### src/rtl/mon_pkg.sv
// rtl/mon_pkg.sv - shared types and constants for the multiport output monitor
//
// Contents:
//   chan_state_e  per-channel receive FSM state {IDLE, RECV, FLUSH}
//   mon_result_t  result record {port, len, err}. The fields are sized for the
//                 largest legal configuration (16 ports, 16-bit byte counts),
//                 and the top level slices them down to PORT_W / LEN_W.
//   ERR_*         bit positions inside mon_result_t.err
package mon_pkg;

    localparam int MAX_PORT_W = 4;
    localparam int MAX_LEN_W  = 16;

    localparam int ERR_MISROUTE = 0;
    localparam int ERR_LEN      = 1;
    localparam int ERR_OVF      = 2;

    typedef enum logic [1:0] {
        IDLE,
        RECV,
        FLUSH
    } chan_state_e;

    typedef struct packed {
        logic [MAX_PORT_W-1:0] port;
        logic [MAX_LEN_W-1:0]  len;
        logic [2:0]            err;
    } mon_result_t;

endpackage

### src/rtl/mon_rx_channel.sv
// rtl/mon_rx_channel.sv - one receive channel: ready/read handshake, packet checks, result slot
//
// Optional feature: MON_LEN_CHECK_EN enables the header length check
// (byte 1 = payload length L, expected total L+2).
//
// Ports:
//   clock, reset_n  clock and synchronous active-low reset
//   data            byte lane of this DUT output port
//   ready           DUT has bytes available
//   read            monitor is reading (registered)
//   slot_clear      arbiter took the record this cycle
//   slot_full       result slot holds a record
//   slot_rec        the held record
module mon_rx_channel
    import mon_pkg::*;
#(
    parameter int PORT_ID   = 0,
    parameter int DATA_W    = 8,
    parameter int MAX_BYTES = 64,
    parameter int PORT_W    = 2,
    parameter int LEN_W     = 7
) (
    input  logic              clock,
    input  logic              reset_n,
    input  logic [DATA_W-1:0] data,
    input  logic              ready,
    output logic              read,
    input  logic              slot_clear,
    output logic              slot_full,
    output mon_result_t       slot_rec
);

    chan_state_e      state;
    logic [LEN_W-1:0] byte_cnt;
    logic             misroute_q;
    logic             overflow_q;
    logic             len_err;
    logic [2:0]       err_bits;

    // Only the low header bits are examined when the length check is off.
    logic unused_data;
    assign unused_data = ^data;

`ifdef MON_LEN_CHECK_EN
    localparam int CMP_W = ((DATA_W > LEN_W) ? DATA_W : LEN_W) + 1;

    logic [DATA_W-1:0] len_q;

    // A runt (fewer than 2 bytes) never delivered a length byte, so it is
    // always a length error; overflowed packets report overflow only.
    always_comb begin
        len_err = !overflow_q &&
                  ((byte_cnt < LEN_W'(2)) ||
                   (CMP_W'(byte_cnt) != (CMP_W'(len_q) + CMP_W'(2))));
    end
`else
    always_comb begin
        len_err = 1'b0;
    end
`endif

    always_comb begin
        err_bits               = '0;
        err_bits[ERR_MISROUTE] = misroute_q;
        err_bits[ERR_LEN]      = len_err;
        err_bits[ERR_OVF]      = overflow_q;
    end

    always_ff @(posedge clock) begin
        if (!reset_n) begin
            state      <= IDLE;
            read       <= 1'b0;
            byte_cnt   <= '0;
            misroute_q <= 1'b0;
            overflow_q <= 1'b0;
            slot_full  <= 1'b0;
            slot_rec   <= '0;
`ifdef MON_LEN_CHECK_EN
            len_q      <= '0;
`endif
        end else begin
            // A channel only starts a packet with an empty slot, so a clear
            // and a fill can never land on the same edge.
            if (slot_clear) begin
                slot_full <= 1'b0;
            end

            case (state)
                IDLE: begin
                    if (ready && !slot_full) begin
                        read       <= 1'b1;
                        state      <= RECV;
                        byte_cnt   <= '0;
                        misroute_q <= 1'b0;
                        overflow_q <= 1'b0;
                    end
                end
                RECV, FLUSH: begin
                    // read is always high in these states, so ready alone
                    // decides between a byte transfer and end of packet.
                    if (ready) begin
                        if (state == RECV) begin
                            if (byte_cnt == LEN_W'(MAX_BYTES)) begin
                                overflow_q <= 1'b1;
                                state      <= FLUSH;
                            end else begin
                                byte_cnt <= byte_cnt + LEN_W'(1);
                                if (byte_cnt == '0) begin
                                    misroute_q <= (data[PORT_W-1:0] != PORT_W'(PORT_ID));
                                end
`ifdef MON_LEN_CHECK_EN
                                if (byte_cnt == LEN_W'(1)) begin
                                    len_q <= data;
                                end
`endif
                            end
                        end
                    end else begin
                        read  <= 1'b0;
                        state <= IDLE;
                        if (byte_cnt != '0) begin
                            slot_full     <= 1'b1;
                            slot_rec.port <= MAX_PORT_W'(PORT_ID);
                            slot_rec.len  <= MAX_LEN_W'(byte_cnt);
                            slot_rec.err  <= err_bits;
                        end
                    end
                end
                default: begin
                    state <= IDLE;
                    read  <= 1'b0;
                end
            endcase
        end
    end

endmodule

### src/rtl/multiport_monitor.sv
// rtl/multiport_monitor.sv - NUM_PORTS receive channels merged into one result stream
//
// Optional feature: MON_LEN_CHECK_EN (see mon_rx_channel) enables length checking.
//
// Ports:
//   clock, reset_n   clock and synchronous active-low reset
//   data_i           port p data in slice [p*DATA_W +: DATA_W]
//   ready_i, read_o  per-port ready/read handshake with the DUT
//   res_valid_o/res_ready_i  result stream handshake
//   res_port_o, res_len_o, res_err_o  result record {port, len, {ovf,len,misroute}}
//   pkt_count_o, err_count_o  saturating counts of accepted / erroneous records
module multiport_monitor
    import mon_pkg::*;
#(
    parameter int NUM_PORTS = 4,
    parameter int DATA_W    = 8,
    parameter int MAX_BYTES = 64,
    parameter int PORT_W    = $clog2(NUM_PORTS),
    parameter int LEN_W     = $clog2(MAX_BYTES + 1)
) (
    input  logic                        clock,
    input  logic                        reset_n,
    input  logic [NUM_PORTS*DATA_W-1:0] data_i,
    input  logic [NUM_PORTS-1:0]        ready_i,
    output logic [NUM_PORTS-1:0]        read_o,
    output logic                        res_valid_o,
    input  logic                        res_ready_i,
    output logic [PORT_W-1:0]           res_port_o,
    output logic [LEN_W-1:0]            res_len_o,
    output logic [2:0]                  res_err_o,
    output logic [15:0]                 pkt_count_o,
    output logic [15:0]                 err_count_o
);

    logic [NUM_PORTS-1:0] slot_full;
    logic [NUM_PORTS-1:0] slot_clear;
    mon_result_t          slot_rec [NUM_PORTS];

    mon_result_t          res_rec_q;
    logic [PORT_W-1:0]    rr_ptr;
    logic [PORT_W-1:0]    grant_idx;
    logic [PORT_W:0]      scan_idx;
    logic                 grant_valid;
    logic                 load;

    for (genvar p = 0; p < NUM_PORTS; p++) begin : g_chan
        mon_rx_channel #(
            .PORT_ID   (p),
            .DATA_W    (DATA_W),
            .MAX_BYTES (MAX_BYTES),
            .PORT_W    (PORT_W),
            .LEN_W     (LEN_W)
        ) u_chan (
            .clock      (clock),
            .reset_n    (reset_n),
            .data       (data_i[p*DATA_W +: DATA_W]),
            .ready      (ready_i[p]),
            .read       (read_o[p]),
            .slot_clear (slot_clear[p]),
            .slot_full  (slot_full[p]),
            .slot_rec   (slot_rec[p])
        );
    end

    // Round-robin scan: first full slot at or after rr_ptr, wrapping.
    always_comb begin
        grant_valid = 1'b0;
        grant_idx   = '0;
        scan_idx    = '0;
        for (int i = 0; i < NUM_PORTS; i++) begin
            scan_idx = {1'b0, rr_ptr} + (PORT_W+1)'(i);
            if (scan_idx >= (PORT_W+1)'(NUM_PORTS)) begin
                scan_idx = scan_idx - (PORT_W+1)'(NUM_PORTS);
            end
            if (!grant_valid && slot_full[scan_idx[PORT_W-1:0]]) begin
                grant_valid = 1'b1;
                grant_idx   = scan_idx[PORT_W-1:0];
            end
        end
    end

    assign load       = !res_valid_o || res_ready_i;
    assign slot_clear = (load && grant_valid) ? (NUM_PORTS'(1) << grant_idx) : '0;

    assign res_port_o = res_rec_q.port[PORT_W-1:0];
    assign res_len_o  = res_rec_q.len[LEN_W-1:0];
    assign res_err_o  = res_rec_q.err;

    // Record fields above PORT_W / LEN_W are always zero.
    logic unused_rec;
    assign unused_rec = ^res_rec_q;

    always_ff @(posedge clock) begin
        if (!reset_n) begin
            res_valid_o <= 1'b0;
            res_rec_q   <= '0;
            rr_ptr      <= '0;
            pkt_count_o <= '0;
            err_count_o <= '0;
        end else begin
            if (res_valid_o && res_ready_i) begin
                if (pkt_count_o != 16'hFFFF) begin
                    pkt_count_o <= pkt_count_o + 16'd1;
                end
                if ((|res_rec_q.err) && (err_count_o != 16'hFFFF)) begin
                    err_count_o <= err_count_o + 16'd1;
                end
            end

            // res_rec_q is untouched unless the register is free, which keeps
            // the outputs stable while the consumer stalls.
            if (load) begin
                if (grant_valid) begin
                    res_valid_o <= 1'b1;
                    res_rec_q   <= slot_rec[grant_idx];
                    rr_ptr      <= (grant_idx == PORT_W'(NUM_PORTS - 1)) ?
                                   '0 : grant_idx + PORT_W'(1);
                end else begin
                    res_valid_o <= 1'b0;
                end
            end
        end
    end

endmodule

### config.mk
export PLATFORM = sky130hd
export DESIGN_NAME = multiport_monitor
export DESIGN_NICKNAME = d
export VERILOG_FILES = /design/src/rtl/mon_pkg.sv /design/src/rtl/mon_rx_channel.sv /design/src/rtl/multiport_monitor.sv
export SDC_FILE = /design/constraint.sdc
export NUM_CORES = 1
export LEC_CHECK = 0
export BUFFER_PORTS_ARGS = -buffer_cell sky130_fd_sc_hd__buf_2
export CAP_MARGIN = 20
export CORE_UTILIZATION = 50
export CTS_BUF_LIST = sky130_fd_sc_hd__clkbuf_8
export CTS_CLUSTER_DIAMETER = 150
export DETAILED_ROUTE_END_ITERATION = 10
export PLACE_DENSITY_LB_ADDON = 0.2
export SLEW_MARGIN = 25
export SYNTH_ARGS = -nofsm -noshare
export SYNTH_HDL_FRONTEND = slang
export SYNTH_SLANG_ARGS = --single-unit
export TNS_END_PERCENT = 100
### constraint.sdc
create_clock -name clock -period 2.35 [get_ports clock]
set_input_delay 0.235 -clock clock [delete_from_list [all_inputs] [get_ports clock]]
set_output_delay 0.235 -clock clock [all_outputs]
set_load 0.05 [all_outputs]
== After elaboration in Yosys (flattened, before gate mapping) ==
Index checks and enable logic that the tools add are counted.

* Register bits after elaboration: 138
* Bits of input ports: 39
* Output and inout port bits: 49

* Add/subtract/negate cells: 14
* Order comparisons: 9
* Equal/unequal tests: 54
* Shift operators: 1
* Multiplexer cells: 134
* Bitwise logic cells: 5
* Reductions and logical operators: 68

{| class="wikitable"
|+ Operator list
! cell !! number
|-
| $mux W7 || 16
|-
| $mux W1 || 65
|-
| $pmux W7 S2 || 4
|-
| $mux W2 || 25
|-
| $bmux W23 S2 || 1
|-
| $mux W21 || 2
|-
| $reduce_and A5 Y1 || 8
|-
| $ne A2 B1 Y1 const B || 17
|-
| $add A16 B1 Y16 const B || 2
|-
| $ne A16 B16 Y1 const B || 2
|-
| $add A7 B1 Y7 const B || 4
|-
| $eq A7 B7 Y1 const B || 4
|-
| $logic_not A7 Y1 || 4
|-
| $ne A2 B2 Y1 const B || 14
|-
| $reduce_bool A7 Y1 || 4
|-
| $ne A3 B2 Y1 const B || 8
|-
| $pmux W1 S2 || 12
|-
| $reduce_and A3 Y1 || 8
|-
| $reduce_and A6 Y1 || 4
|-
| $pmux W2 S2 || 4
|-
| $reduce_and A2 Y1 || 7
|-
| $ge A3 B3 Y1 const B || 4
|-
| $lt A2 B3 Y1 const B || 4
|-
| $eq A2 B2 Y1 const B || 5
|-
| 18 further kinds || 57
|}

== Logic depth before layout (Yosys ltp) ==
Gate-level depths: netlist of the first run.

* Depth in word-level cells: 20
* Mapped depth: 8
* Mapped depth without buffers: 7

== Modules after synthesis ==
A second synthesis of the first run with hierarchy kept.

* Cell total of the unflattened synthesis: 915
* Area total of the unflattened synthesis: 7631.1 sq um

{| class="wikitable"
|+ By module, submodules not included
! module !! times used !! cells an instance !! area an instance (sq um) !! seq. area each (sq um)
|-
| multiport_monitor || 1 || 321 || 2681.3 || 940.9
|-
| mon_rx_channel at g_chan[1].u_chan ... || 2 || 151 || 1260.0 || 460.4
|-
| mon_rx_channel at g_chan[3].u_chan || 1 || 150 || 1256.2 || 460.4
|-
| mon_rx_channel at g_chan[0].u_chan || 1 || 142 || 1173.6 || 440.4
|}

== Least setup slack after synthesis of the first run ==
No wires, ideal clock.

* Kind: reg2reg
* Start point: register err_count_o[0]
* End point: register err_count_o[1]
* Library setup time: 0.128 ns
* Data arrival time: 1.945 ns
* Data required time: 2.222 ns
* Setup slack: 0.277 ns
* Stages on the path, launching flop included: 8
* Period minus slack after synthesis: 2.073 ns
* Cell sequence: dfxtp_1 ha_1 nand3_1 nor3_1 buf_2 a21oi_1 mux2i_1 nor2_1

* Word-level cells in the longest chain between the ends: 3
* Elaborated cells between the ends (all ways): 4
* Classes of those cells: 1 x add/sub; 1 x eq/ne; 2 x reduce/logical

{| class="wikitable"
|+ RTL lines
! item !! RTL line !! source
|-
| start, declared || multiport_monitor.sv:32 || <nowiki>output logic [15:0] err_count_o</nowiki>
|-
| start signal, assigned || multiport_monitor.sv:106 || <nowiki>err_count_o <= err_count_o + 16'd1;</nowiki>
|-
| branches (longest 3 deep; another with $add A16 B1 Y16) || n/a ||
|}

Several ways; the timed one is not identified.
A chain may end at the register's enable or synchronous reset.

== Worst setup path after layout of the first run ==
* Start point: register g_chan[3].u_chan.byte_cnt[0]
* End point: register, netlist name g_chan[3].u_chan.slot_rec[5]

* Word-level cells in the longest chain between the ends: 2

{| class="wikitable"
|+ RTL lines
! item !! RTL line !! source
|-
| start, declared || mon_rx_channel.sv:34 || <nowiki>logic [LEN_W-1:0] byte_cnt;</nowiki>
|-
| start signal, assigned || mon_rx_channel.sv:107 || <nowiki>byte_cnt <= byte_cnt + LEN_W'(1);</nowiki>
|-
| $reduce_bool A7 Y1 || mon_rx_channel.sv:121 || <nowiki>if (byte_cnt != '0) begin</nowiki>
|-
| $reduce_and A3 Y1 (no line) || n/a ||
|}

No other way between the ends.

==> impl_metrics.py, run 1 <==
metrics = {
    "run_status": {
        "run_status": "finished clean",
    },
    "critical_path": {
        "cell_family_with_the_largest_share_of_critical_path_delay": "simple AND/OR/NAND/NOR gates",
        "setup.worst_path.start_class": "flip-flop",
        "timing.setup.critical_path_class": "flip-flop to flip-flop",
        "critical_path.max_fanout": 11,
        "crit_buf_inv": 1,
        "worst-endpoint-required_ns": 2.66,
        "timing.reg2reg.setup_slack_ns": 0.20,
        "critical_path_arrival_ns": 2.46,
        "cpMaxStageDelayCell": "sky130_fd_sc_hd__nor3b_2",
        "r2r_start": "g_chan[3].u_chan.byte_cnt[0]",
        "max_stage_delay_ns": 0.78,
        "depth_of_the_worst_register_to_register_path": 6,
        "setup.worst_path.end_class": "flip-flop",
        "worst_r2r_endpoint": "g_chan[3].u_chan.slot_rec[5]",
        "crit_chain": "inv_1 -> ha_1 -> and3b_1 -> nor3b_2 -> mux2i_1 -> nor2_1",
    },
    "placed_design": {
        "buffer_ports.inserted": 62,
        "hpwl_mm": 11.3,
        "globalplace.congestion": 0.825,
    },
    "route": {
        "drt.antenna.violating_nets": 0,
        "remaining_drc_errors": 0,
        "routed_wire_length_per_instance_um": 15.1,
        "drt_first_iter_violations": 387,
        "route.vias.total": 5797,
        "drt_pass1_iterations": 5,
        "avgViaCountPerCell": 5.64,
        "finalWirelength_mm": 15.6,
    },
    "timing": {
        "timing_worst_slew_pin_value_ns": 0.963,
        "timing.final.crit_share_pct": 91.4,
        "fmaxAchievable_mhz": 466,
        "fin_worst_skew_ns": 0.0101,
        "finalSetupViolCount": 0,
        "tns_ns": 0,
        "final-max-slew-violation-count": 0,
        "timing.final.crit_period_ns": 2.15,
        "relSlewSlack_pct": 35.5,
        "timing.final.hold_violations": 0,
        "worst_hold_slack_ns": 0.0949,
        "rsz0062_at_grt": "no",
    },
    "global_routing": {
        "globalRouteTotalUtil_pct": 23.4,
        "grt_antenna_before_repair": 0,
        "grt.overflow.total": 0,
        "largest_net_degree_at_the_start_of_global_routing": 32,
        "global_route_wire_length_before_repair_mm": 26.5,
        "vias_in_the_first_global_route": 5495,
    },
    "floorplanning": {
        "core_area_um2": 13200,
        "placement_rows": 42,
        "die_y_um": 118,
        "starting_density_of_the_core_pct": 51.1,
        "dieArea_um2": 13900,
        "io_pins": 88,
        "die_x_um": 118,
    },
    "pwr": {
        "power.static_leakage_nw": 3.00,
        "peakVddDrop_mv": 0.605,
        "powerDensity_nw_per_um2": 817,
    },
    "cts": {
        "root_buffer": "sky130_fd_sc_hd__clkbuf_8",
        "post-cts-setup-buffer-count": 0,
        "htree_levels": 4,
        "cts_buffers": 17,
        "clk_pin_slew_worst_paths_ns": 0.08,
        "cts_tree": "built",
        "cts.path.max_buffers": 2,
        "cts-hold-fix-buffers": 0,
        "post_cts_resized": 0,
        "clock_sink_count": 137,
        "clk_latency_ns": 0.44,
    },
    "yosys": {
        "yosysWarningCount": 0,
        "synthDistinctLibCells": 64,
        "syn_nets": 845,
        "yosys-top-cells-area": "sky130_fd_sc_hd__dfxtp_1, sky130_fd_sc_hd__mux2i_1, sky130_fd_sc_hd__nor2_1",
        "synth_top_area_share_pct": 40.7,
        "postSynthCellCount": 778,
        "avgSynthCellArea_um2": 8.66,
        "mapped_cell_area_um2": 6740,
        "yosysSeqAreaShare_pct": 40.7,
        "synthArstFlopShare_pct": 0,
        "synth_ff_type": "sky130_fd_sc_hd__dfxtp_1",
        "ff_latch_count_synth": 137,
        "number_of_enable_type_register_cells_in_the_synthesized_netlist": 0,
        "synth_commonest_cells": "sky130_fd_sc_hd__dfxtp_1, sky130_fd_sc_hd__nor2_1, sky130_fd_sc_hd__nand2_1",
        "yosysTopAreaCell": "sky130_fd_sc_hd__dfxtp_1",
        "post-synth-top-count-cell": "sky130_fd_sc_hd__dfxtp_1",
    },
    "flow_run": {
        "cap_violations": 0,
    },
    "worst_hold_path": {
        "min-delay-start": "data_i[24]",
        "timing.hold.worst_path_depth": 4,
        "timing.hold.worst_endpoint": "g_chan[3].u_chan.misroute_q",
        "worst_hold_path_type": "primary input to flip-flop",
    },
    "cells_and_area": {
        "multi_input_area_um2": 3720,
        "design.final.nets": 906,
        "fillCellCount": 1240,
        "final_layout_size_suffix_gt1_share_pct": 15.1,
        "area_delta_synth_final_pct": 13.5,
        "regArea_um2": 2740,
        "antennaDiodeCount": 0,
    },
}
per-layer routing:
metal  track usage (%)  wire (um)  part of all wire [%]  vias to the layer above
met4              7.61        284                   1.8                        0
met3              5.47        663                   4.3                       24
li1                  -          -                     -                     2884
met2              38.7       7410                    48                      116
met5                 0          0                     0                        -
met1              30.0       7220                    46                     2773
cells by family after synthesis:
family / share of synthesized area [%]
xor+xnor: 5.72
mux: 6.24
simple gates: 23.3
buf+inv: 4.16
other cells: 0.0557
compound gates: 14.6
flops: 40.7
fa+ha+maj: 5.20
flip-flops by register name (all words and copies together) (netlist names), 7 cells and up:
register and flops:
g_chan.u_chan.slot_rec 39, g_chan.u_chan.byte_cnt 28, err_count_o 16, pkt_count_o 16
g_chan.u_chan.state 8, res_len_o 7
metrics by stage:
step | area [um^2] | setup WS (ns) | cells | util, % | total power [W]
6_report | 7640 | 0.202 | 1028 | 58.0 | 0.00625
4_1_cts | 7640 | 0.192 | 1028 | 58.0 | 0.00627
3_5_place_dp | 7220 | 0.188 | 996 | 54.7 | 0.00421
2_1_floorplan | 6740 | 0.277 | 778 | - | 0.00385
5_1_grt | 7640 | 0.0165 | 1028 | 58.0 | 0.00658
3_3_place_gp | 7220 | 0.267 | 996 | 54.7 | 0.00414
worst max path at each step:
stage | from | slack, ns | cells past startpoint | end
5_1_grt | g_chan[3].u_chan.byte_cnt[0] | 0.02 | 6 | g_chan[3].u_chan.slot_rec[5]
2_1_floorplan | err_count_o[0] | 0.28 | 7 | err_count_o[1]
6_report | g_chan[3].u_chan.byte_cnt[0] | 0.20 | 6 | g_chan[3].u_chan.slot_rec[5]
4_1_cts | g_chan[3].u_chan.byte_cnt[0] | 0.19 | 6 | g_chan[3].u_chan.slot_rec[5]
3_3_place_gp | g_chan[3].u_chan.byte_cnt[0] | 0.27 | 6 | g_chan[3].u_chan.slot_rec[4]
3_5_place_dp | g_chan[3].u_chan.byte_cnt[0] | 0.19 | 6 | g_chan[3].u_chan.slot_rec[5]
layout by cell type, fill, tap and decap left out, drive strengths merged, types with 12 or more instances in the layout:
cell type,n
dfxtp,137
ha,28
nor2,95
xor2,16
nand2,69
o21ai,26
xnor2,28
buf,77
nand4,19
a211oi,13
nand3,53
a21oi,49
and2,12
inv,29
clkbuf,22
mux2i,42
layout make-up:
cell class,instances,area share (%)
well taps,176,2.88
clock buffers,22,3.96
clock inverters,10,1.60
repair buffers,77,5.70
inverters,27,1.33
flip-flops and latches,137,35.9
multi-input cells,579,48.7
tightest hold or removal path, cell delays in order:
cell and delay (ns):
sky130_fd_sc_hd__buf_2 0.07, sky130_fd_sc_hd__nand2_1 0.04, sky130_fd_sc_hd__nand3_1 0.07, sky130_fd_sc_hd__o21ai_0 0.06
where the power goes:
part | internal (W) | switching (W)
logic | 0.000565 | 0.00101
clock network | 0.00118 | 0.000878
registers | 0.00247 | 0.000138
total | 0.00422 | 0.00203
(Power assumes the default switching activity.)
==> run 2: changes to the inputs <==
==> constraint.sdc (replaced) <==
create_clock -name clock -period 2 [get_ports clock]
set_input_delay 0.2 -clock clock [delete_from_list [all_inputs] [get_ports clock]]
set_output_delay 0.2 -clock clock [all_outputs]
set_load 0.05 [all_outputs]
==> run 2 against run 1 <==
Cell count grew 2.6%. Clock skew grew 0.0022 ns. Clock-buffer cell count down 2. Fmax increased by 13%. Core utilization grew 1.6 points.
==> impl_metrics.py, run 2 (synthesized netlist as in run 1, its figures left out) <==
metrics = {
    "critical_path": {
        "crit_buf_inv": 0,
        "worst_r2r_endpoint": "res_len_o[4]",
        "crit_chain": "nor2_1 -> or4_4 -> nand2_4 -> mux2i_1 -> o221ai_1",
        "timing.reg2reg.setup_slack_ns": 0.1,
        "critical_path_arrival_ns": 2.21,
        "cell_family_with_the_largest_share_of_critical_path_delay": "simple AND/OR/NAND/NOR gates",
        "critical_path.max_fanout": 11,
        "setup.worst_path.start_class": "flip-flop",
        "cpMaxStageDelayCell": "sky130_fd_sc_hd__or4_4",
        "worst-endpoint-required_ns": 2.31,
        "timing.setup.critical_path_class": "flip-flop to flip-flop",
        "r2r_start": "g_chan[3].u_chan.slot_full",
        "setup.worst_path.end_class": "flip-flop",
        "max_stage_delay_ns": 0.57,
        "depth_of_the_worst_register_to_register_path": 5,
    },
    "placed_design": {
        "buffer_ports.inserted": 62,
        "post_detailed_placement_cell_area_um2": 7470,
        "placedCellCount": 1025,
        "globalplace.congestion": 0.906,
        "hpwl_mm": 11.6,
    },
    "cells_and_area": {
        "layout_commonest_cell": "sky130_fd_sc_hd__dfxtp_1",
        "final_layout_size_suffix_gt1_share_pct": 19.3,
        "fillCellCount": 1179,
        "regArea_um2": 2750,
        "cell_area_after_layout_um2": 7860,
        "area_delta_synth_final_pct": 16.7,
        "design.final.nets": 935,
        "final_cell_mix": "sky130_fd_sc_hd__dfxtp_1, sky130_fd_sc_hd__nor2_1, sky130_fd_sc_hd__nand2_1, sky130_fd_sc_hd__buf_2, sky130_fd_sc_hd__nand3_1",
        "largest_reg_flops": 39,
        "layoutNonFillerInstCount": 1055,
        "antennaDiodeCount": 0,
        "largest_registers": "g_chan.u_chan.slot_rec (39), g_chan.u_chan.byte_cnt (28)",
        "multi_input_area_um2": 3750,
        "largest-register": "g_chan.u_chan.slot_rec",
    },
    "pwr": {
        "netSwitchingPower_w": 0.00241,
        "switching_part_of_the_total_power_pct": 33.5,
        "power.static_leakage_nw": 3.12,
        "comb_power_share_pct": 28.7,
        "internal_power_w": 0.00480,
        "powerDensity_nw_per_um2": 918,
        "peakVddDrop_mv": 0.474,
        "seq_power_share_pct": 42.7,
        "clock_power_share_pct": 28.6,
    },
    "cts": {
        "clock_sink_count": 137,
        "post_cts_resized": 0,
        "cts-hold-fix-buffers": 0,
        "htree_levels": 4,
        "cts_tree": "built",
        "root_buffer": "sky130_fd_sc_hd__clkbuf_8",
        "cts_buffers": 17,
        "cts.path.max_buffers": 2,
        "clk_pin_slew_worst_paths_ns": 0.08,
        "clk_latency_ns": 0.44,
        "post-cts-setup-buffer-count": 0,
    },
    "route": {
        "drt.antenna.violating_nets": 0,
        "avgViaCountPerCell": 5.53,
        "routedLengthMet1_mm": 7.34,
        "route.vias.total": 5829,
        "drt_first_iter_violations": 389,
        "remaining_drc_errors": 0,
        "routed_wire_length_per_instance_um": 15.3,
        "route.met2.wl_mm": 7.78,
        "finalWirelength_mm": 16.1,
        "detailroute.wirelength.met3_um": 671,
        "routed.top_layer": "met4",
        "drt_pass1_iterations": 5,
    },
    "timing": {
        "final-max-slew-violation-count": 0,
        "timing.final.hold_violations": 0,
        "timing.final.crit_period_ns": 1.90,
        "fin_worst_skew_ns": 0.0123,
        "timing_worst_slew_pin_value_ns": 0.651,
        "rsz0062_at_grt": "no",
        "tns_ns": 0,
        "timing.final.crit_share_pct": 95.0,
        "finalSetupViolCount": 0,
        "fmaxAchievable_mhz": 526,
        "relSlewSlack_pct": 56.5,
    },
    "worst_hold_path": {
        "worst_hold_path_type": "primary input to flip-flop",
        "timing.hold.worst_endpoint": "g_chan[3].u_chan.misroute_q",
        "timing.hold.worst_path_depth": 4,
        "min-delay-start": "data_i[24]",
    },
    "floorplanning": {
        "starting_density_of_the_core_pct": 51.1,
        "core_area_um2": 13200,
        "io_pins": 88,
        "dieArea_um2": 13900,
        "placement_rows": 42,
        "die_x_um": 118,
        "die_y_um": 118,
    },
    "global_routing": {
        "globalRouteTotalUtil_pct": 24.2,
        "grt_antenna_before_repair": 0,
        "vias_in_the_first_global_route": 5775,
        "grt.overflow.total": 0,
        "global_route_wire_length_before_repair_mm": 27.2,
        "largest_net_degree_at_the_start_of_global_routing": 42,
    },
    "run_status": {
        "run_status": "finished clean",
    },
    "flow_run": {
        "cap_violations": 0,
    },
}
-- run 2: cell types whose count changed in the layout (fill, tap and decap cells not counted), moves of 2 or more --
cell,before,now
sky130_fd_sc_hd__buf_4,14,41
sky130_fd_sc_hd__dfxtp_2,0,7
sky130_fd_sc_hd__dfxtp_1,137,130
sky130_fd_sc_hd__nand2_2,2,5
sky130_fd_sc_hd__clkinvlp_4,0,3
sky130_fd_sc_hd__nand2_1,66,63
sky130_fd_sc_hd__bufinv_16,3,1
sky130_fd_sc_hd__clkbuf_8,22,20
sky130_fd_sc_hd__buf_12,1,3
-- run 2: worst register-to-register path, stage by stage (launching register included) --
cell and delay (ns):
sky130_fd_sc_hd__dfxtp_1 0.45, sky130_fd_sc_hd__nor2_1 0.07, sky130_fd_sc_hd__or4_4 0.57, sky130_fd_sc_hd__nand2_4 0.20, sky130_fd_sc_hd__mux2i_1 0.33, sky130_fd_sc_hd__o221ai_1 0.17
-- run 2: power by group through the flow --
stage	Combinational (W)	Clock (W)	Sequential, W
after floorplan	0.00142	0	0.00311
after global placement	0.00194	0	0.00312
after detailed placement	0.00201	0	0.00313
after CTS	0.00203	0.00211	0.00307
after global routing	0.00229	0.00222	0.00310
final	0.00207	0.00206	0.00308
-- run 2: final cells by class --
class                           instances  share of cell area (%)
Multi-Input combinational cell        579                    47.8
Timing Repair Buffer                  106                    8.63
Inverter                               27                    1.29
Sequential cell                       137                    35.0
Clock buffer                           20                    3.50
Tap cell                              176                    2.80
Clock inverter                         10                    1.02
-- run 2: how the worst max path moves through the flow --
stage	cells past startpoint	from	slack (ns)	endpoint
2_1_floorplan	8	g_chan[1].u_chan.state[0]	0.03	g_chan[1].u_chan.misroute_q
3_3_place_gp	6	g_chan[3].u_chan.byte_cnt[0]	0.03	g_chan[3].u_chan.slot_rec[8]
3_5_place_dp	6	g_chan[3].u_chan.byte_cnt[0]	0.01	g_chan[3].u_chan.slot_rec[4]
4_1_cts	6	g_chan[3].u_chan.byte_cnt[0]	0.008	g_chan[3].u_chan.slot_rec[7]
5_1_grt	6	g_chan[0].u_chan.byte_cnt[4]	0.004	g_chan[0].u_chan.slot_rec[3]
6_report	5	g_chan[3].u_chan.slot_full	0.1	res_len_o[4]
-- run 2: metrics by stage --
step | power, W | setup slack, ns | util [%] | hold slack (ns)
final | 0.00721 | 0.0996 | 59.6 | 0.0623
after global routing | 0.00761 | 0.00382 | 59.6 | 0.0504
after CTS | 0.00721 | 0.00781 | 59.3 | 0.0363
after detailed placement | 0.00515 | 0.0146 | 56.6 | 0.457
after global placement | 0.00506 | 0.0290 | 56.6 | 0.444
after floorplan | 0.00453 | 0.0284 | - | 0.352
-- run 2: metal layers --
| metal | up-vias | GRT usage [%] |
|---|---|---|
| li1 | 2926 | - |
| met4 | 0 | 8.89 |
| met2 | 120 | 41.0 |
| met3 | 25 | 4.94 |
| met5 | - | 0 |
| met1 | 2758 | 30.1 |
==> run 3: changes to the inputs <==
--- a/config.mk
+++ b/config.mk
@@ -5,12 +5,14 @@
 export SDC_FILE = /design/constraint.sdc
 export NUM_CORES = 1
 export LEC_CHECK = 0
+export ABC_AREA = 1
 export BUFFER_PORTS_ARGS = -buffer_cell sky130_fd_sc_hd__buf_2
 export CAP_MARGIN = 20
 export CORE_UTILIZATION = 50
 export CTS_BUF_LIST = sky130_fd_sc_hd__clkbuf_8
 export CTS_CLUSTER_DIAMETER = 150
 export DETAILED_ROUTE_END_ITERATION = 10
+export GPL_TIMING_DRIVEN = 0
 export PLACE_DENSITY_LB_ADDON = 0.2
 export SLEW_MARGIN = 25
 export SYNTH_ARGS = -nofsm -noshare
==> run 3 against run 2 <==
Sequential power is 9.7% higher. Via count rose by 15%. Combinational power rose by 130%. Critical endpoint is now g_chan[0].u_chan.byte_cnt[6].
==> impl_metrics.py, run 3 <==
metrics = {
    "run_status": {
        "run_status": "finished clean",
    },
    "pwr": {
        "netSwitchingPower_w": 0.00434,
        "switching_part_of_the_total_power_pct": 42.6,
        "comb_power_share_pct": 47.3,
        "seq_power_share_pct": 33.2,
        "internal_power_w": 0.00585,
        "power.static_leakage_nw": 3.41,
        "clock_power_share_pct": 19.5,
        "powerDensity_nw_per_um2": 1250,
        "peakVddDrop_mv": 0.893,
    },
    "critical_path": {
        "cpMaxStageDelayCell": "sky130_fd_sc_hd__dfxtp_4",
        "worst-endpoint-required_ns": 2.34,
        "crit_chain": "inv_2 -> ha_4 -> inv_4 -> nor2_2 -> nor2_1 -> nand2_2 -> nor2_4 -> o21ai_4 -> nor3_4 -> nand2_1 -> nor2_2 -> nand3_1 -> nand2_1 -> nor2_1",
        "critical_path.max_fanout": 5,
        "critical_path_arrival_ns": 2.29,
        "timing.setup.critical_path_class": "flip-flop to flip-flop",
        "max_stage_delay_ns": 0.39,
        "setup.worst_path.end_class": "flip-flop",
        "setup.worst_path.start_class": "flip-flop",
    },
    "yosys": {
        "avgSynthCellArea_um2": 7.04,
        "main_combinational_cell_family_by_area_after_synthesis": "simple AND/OR/NAND/NOR gates",
        "yosysTopAreaCell": "sky130_fd_sc_hd__dfxtp_1",
        "synth_ff_type": "sky130_fd_sc_hd__dfxtp_1",
        "synthXorXnorAreaFrac_pct": 0.898,
        "synth_commonest_cells": "sky130_fd_sc_hd__nand2_1, sky130_fd_sc_hd__dfxtp_1, sky130_fd_sc_hd__nor2_1",
        "synthArstFlopShare_pct": 0,
        "syn_nets": 1037,
        "yosysSeqAreaShare_pct": 40.2,
        "ff_latch_count_synth": 137,
        "yosysWarningCount": 0,
        "mapped_cell_area_um2": 6830,
        "yosys-top-cells-area": "sky130_fd_sc_hd__dfxtp_1, sky130_fd_sc_hd__nand2_1, sky130_fd_sc_hd__nor2_1",
        "number_of_enable_type_register_cells_in_the_synthesized_netlist": 0,
        "yosys.area_share.simple_pct": 30.4,
        "synthDistinctLibCells": 41,
        "synth_top_area_share_pct": 40.2,
        "post-synth-top-count-cell": "sky130_fd_sc_hd__nand2_1",
        "synth-compound-area-share_pct": 14.7,
        "postSynthCellCount": 970,
        "yosys.area_share.adder_pct": 5.13,
        "yosys-mux-area-fraction_pct": 0,
    },
    "cells_and_area": {
        "fillCellCount": 1219,
        "layout_commonest_cell": "sky130_fd_sc_hd__nand2_1",
        "antennaDiodeCount": 0,
        "final_layout_size_suffix_gt1_share_pct": 19.9,
        "largest-register": "g_chan.u_chan.slot_rec",
        "design.final.nets": 1140,
        "layoutNonFillerInstCount": 1259,
        "largest_registers": "g_chan.u_chan.slot_rec (39), g_chan.u_chan.byte_cnt (28)",
        "area_delta_synth_final_pct": 19.4,
        "largest_reg_flops": 39,
        "final_cell_mix": "sky130_fd_sc_hd__nand2_1, sky130_fd_sc_hd__dfxtp_1, sky130_fd_sc_hd__nor2_1, sky130_fd_sc_hd__inv_1, sky130_fd_sc_hd__a21oi_1",
    },
    "route": {
        "avgViaCountPerCell": 5.31,
        "routed_wire_length_per_instance_um": 13.9,
        "drt_pass1_iterations": 5,
        "route.vias.total": 6685,
        "remaining_drc_errors": 0,
        "drt.antenna.violating_nets": 0,
        "drt_first_iter_violations": 473,
        "finalWirelength_mm": 17.5,
    },
    "timing": {
        "fmaxAchievable_mhz": 514,
        "worst_hold_slack_ns": 0.0312,
        "rsz0062_at_grt": "yes",
        "fin_worst_skew_ns": 0.0113,
        "timing_worst_slew_pin_value_ns": 0.869,
        "timing.final.crit_share_pct": 97.3,
        "final-max-slew-violation-count": 0,
        "fin_ws_ns": 0.0542,
        "timing.final.crit_period_ns": 1.95,
        "relSlewSlack_pct": 42.1,
        "finalSetupViolCount": 0,
        "timing.final.hold_violations": 0,
    },
    "placed_design": {
        "globalplace.congestion": 0.910,
        "buffer_ports.inserted": 61,
        "post-place-ws_ns": -0.293,
        "hpwl_mm": 12.1,
        "placedCellCount": 1207,
    },
    "cts": {
        "htree_levels": 4,
        "clock_sink_count": 137,
        "cts_buffers": 17,
        "cts_tree": "built",
        "clk_pin_slew_worst_paths_ns": 0.08,
        "root_buffer": "sky130_fd_sc_hd__clkbuf_8",
        "cts-hold-fix-buffers": 0,
        "clk_latency_ns": 0.44,
        "cts.path.max_buffers": 2,
    },
    "global_routing": {
        "grt_antenna_before_repair": 0,
        "vias_in_the_first_global_route": 5824,
        "globalRouteTotalUtil_pct": 24.8,
        "globalRouteMet3Util_pct": 5.32,
        "global_route_wire_length_before_repair_mm": 27.8,
        "grt.overflow.total": 0,
        "grt_busiest_layer": "met2",
        "met2_usage_pct": 41.0,
        "largest_net_degree_at_the_start_of_global_routing": 17,
        "met1_usage_pct": 31.7,
    },
    "floorplanning": {
        "starting_density_of_the_core_pct": 51.4,
        "io_pins": 88,
        "die_x_um": 119,
        "dieArea_um2": 14100,
        "die_y_um": 119,
        "core_area_um2": 13300,
        "placement_rows": 42,
    },
    "flow_run": {
        "cap_violations": 0,
    },
    "worst_hold_path": {
        "worst_hold_path_type": "primary input to flip-flop",
    },
}
-- run 3: changes by cell type after synthesis, moves of 10 or more --
cell	previous run	this run
sky130_fd_sc_hd__nand2_1	66	192
sky130_fd_sc_hd__xnor2_1	28	2
sky130_fd_sc_hd__o21ai_0	22	76
sky130_fd_sc_hd__inv_1	27	108
sky130_fd_sc_hd__nor3_1	9	34
sky130_fd_sc_hd__xor2_1	16	5
sky130_fd_sc_hd__a21oi_1	49	87
sky130_fd_sc_hd__and2_1	10	0
sky130_fd_sc_hd__mux2i_1	42	0
sky130_fd_sc_hd__nor2_1	95	129
-- run 3: cell families after synthesis --
group,count (synthesis)
buf+inv,142
other cells,1
compound gates,190
flops,137
fa+ha+maj,28
xor+xnor,7
simple gates,465
-- run 3: layer usage --
metal	routed length (um)	vias up
met5	0	-
met4	330	0
met3	878	24
met2	8400	174
met1	7860	3095
li1	-	3392
-- run 3: repair_timing --
action                     CTS  global route
resized for setup           28            74
pin swaps                    2            21
setup endpoints to repair   46            73
buffers inserted             1            23
-- run 3: critical path, delay by kind of cell, from the launching register on --
family,cells,cell delay (ns)
AND/OR/NAND/NOR,10,0.99
flip-flops,1,0.39
adder cells (fa/ha/maj),1,0.23
buffers and inverters,2,0.12
AO/OA/AOI/OAI,1,0.11
-- run 3: power by group through the flow --
stage / sequential (W) / combinational, W / clock (W)
after global placement: 0.00340 / 0.00387 / 0
after global routing: 0.00342 / 0.00531 / 0.00214
after CTS: 0.00335 / 0.00411 / 0.00201
after floorplan: 0.00359 / 0.00284 / 0
final: 0.00338 / 0.00482 / 0.00199
after detailed placement: 0.00340 / 0.00391 / 0
-- run 3: cell type report --
cell class	count	area (um^2)	share of cell area (%)
Clock inverter	7	30.0	0.368
Inverter	115	449	5.51
Tap cell	176	220	2.70
Clock buffer	22	303	3.71
Buffer	26	160	1.96
Timing Repair Buffer	85	485	5.95
Sequential cell	137	2760	33.9
Multi-Input combinational cell	691	3740	45.9
-- run 3: final timing paths --
path                                                   start                           end  slack [ns]  cells past startpoint
worst min-delay path                               data_i[9]   g_chan[1].u_chan.misroute_q        0.03                      3
worst max-delay path               g_chan[0].u_chan.state[1]  g_chan[0].u_chan.byte_cnt[6]        0.05                     14
worst max register to register     g_chan[0].u_chan.state[1]  g_chan[0].u_chan.byte_cnt[6]        0.05                     14
worst min register to register  g_chan[0].u_chan.slot_rec[9]  g_chan[0].u_chan.slot_rec[9]        0.47                      2
-- run 3: metrics by stage --
stage	power (W)	utilization (%)	setup TNS [ns]	area (um^2)
2_1_floorplan	0.00643	-	0	6830
3_3_place_gp	0.00727	55.3	-4.28	7350
3_5_place_dp	0.00732	55.3	-4.30	7350
4_1_cts	0.00946	58.6	0	7800
5_1_grt	0.0109	61.3	-0.664	8160
6_report	0.0102	61.3	0	8160
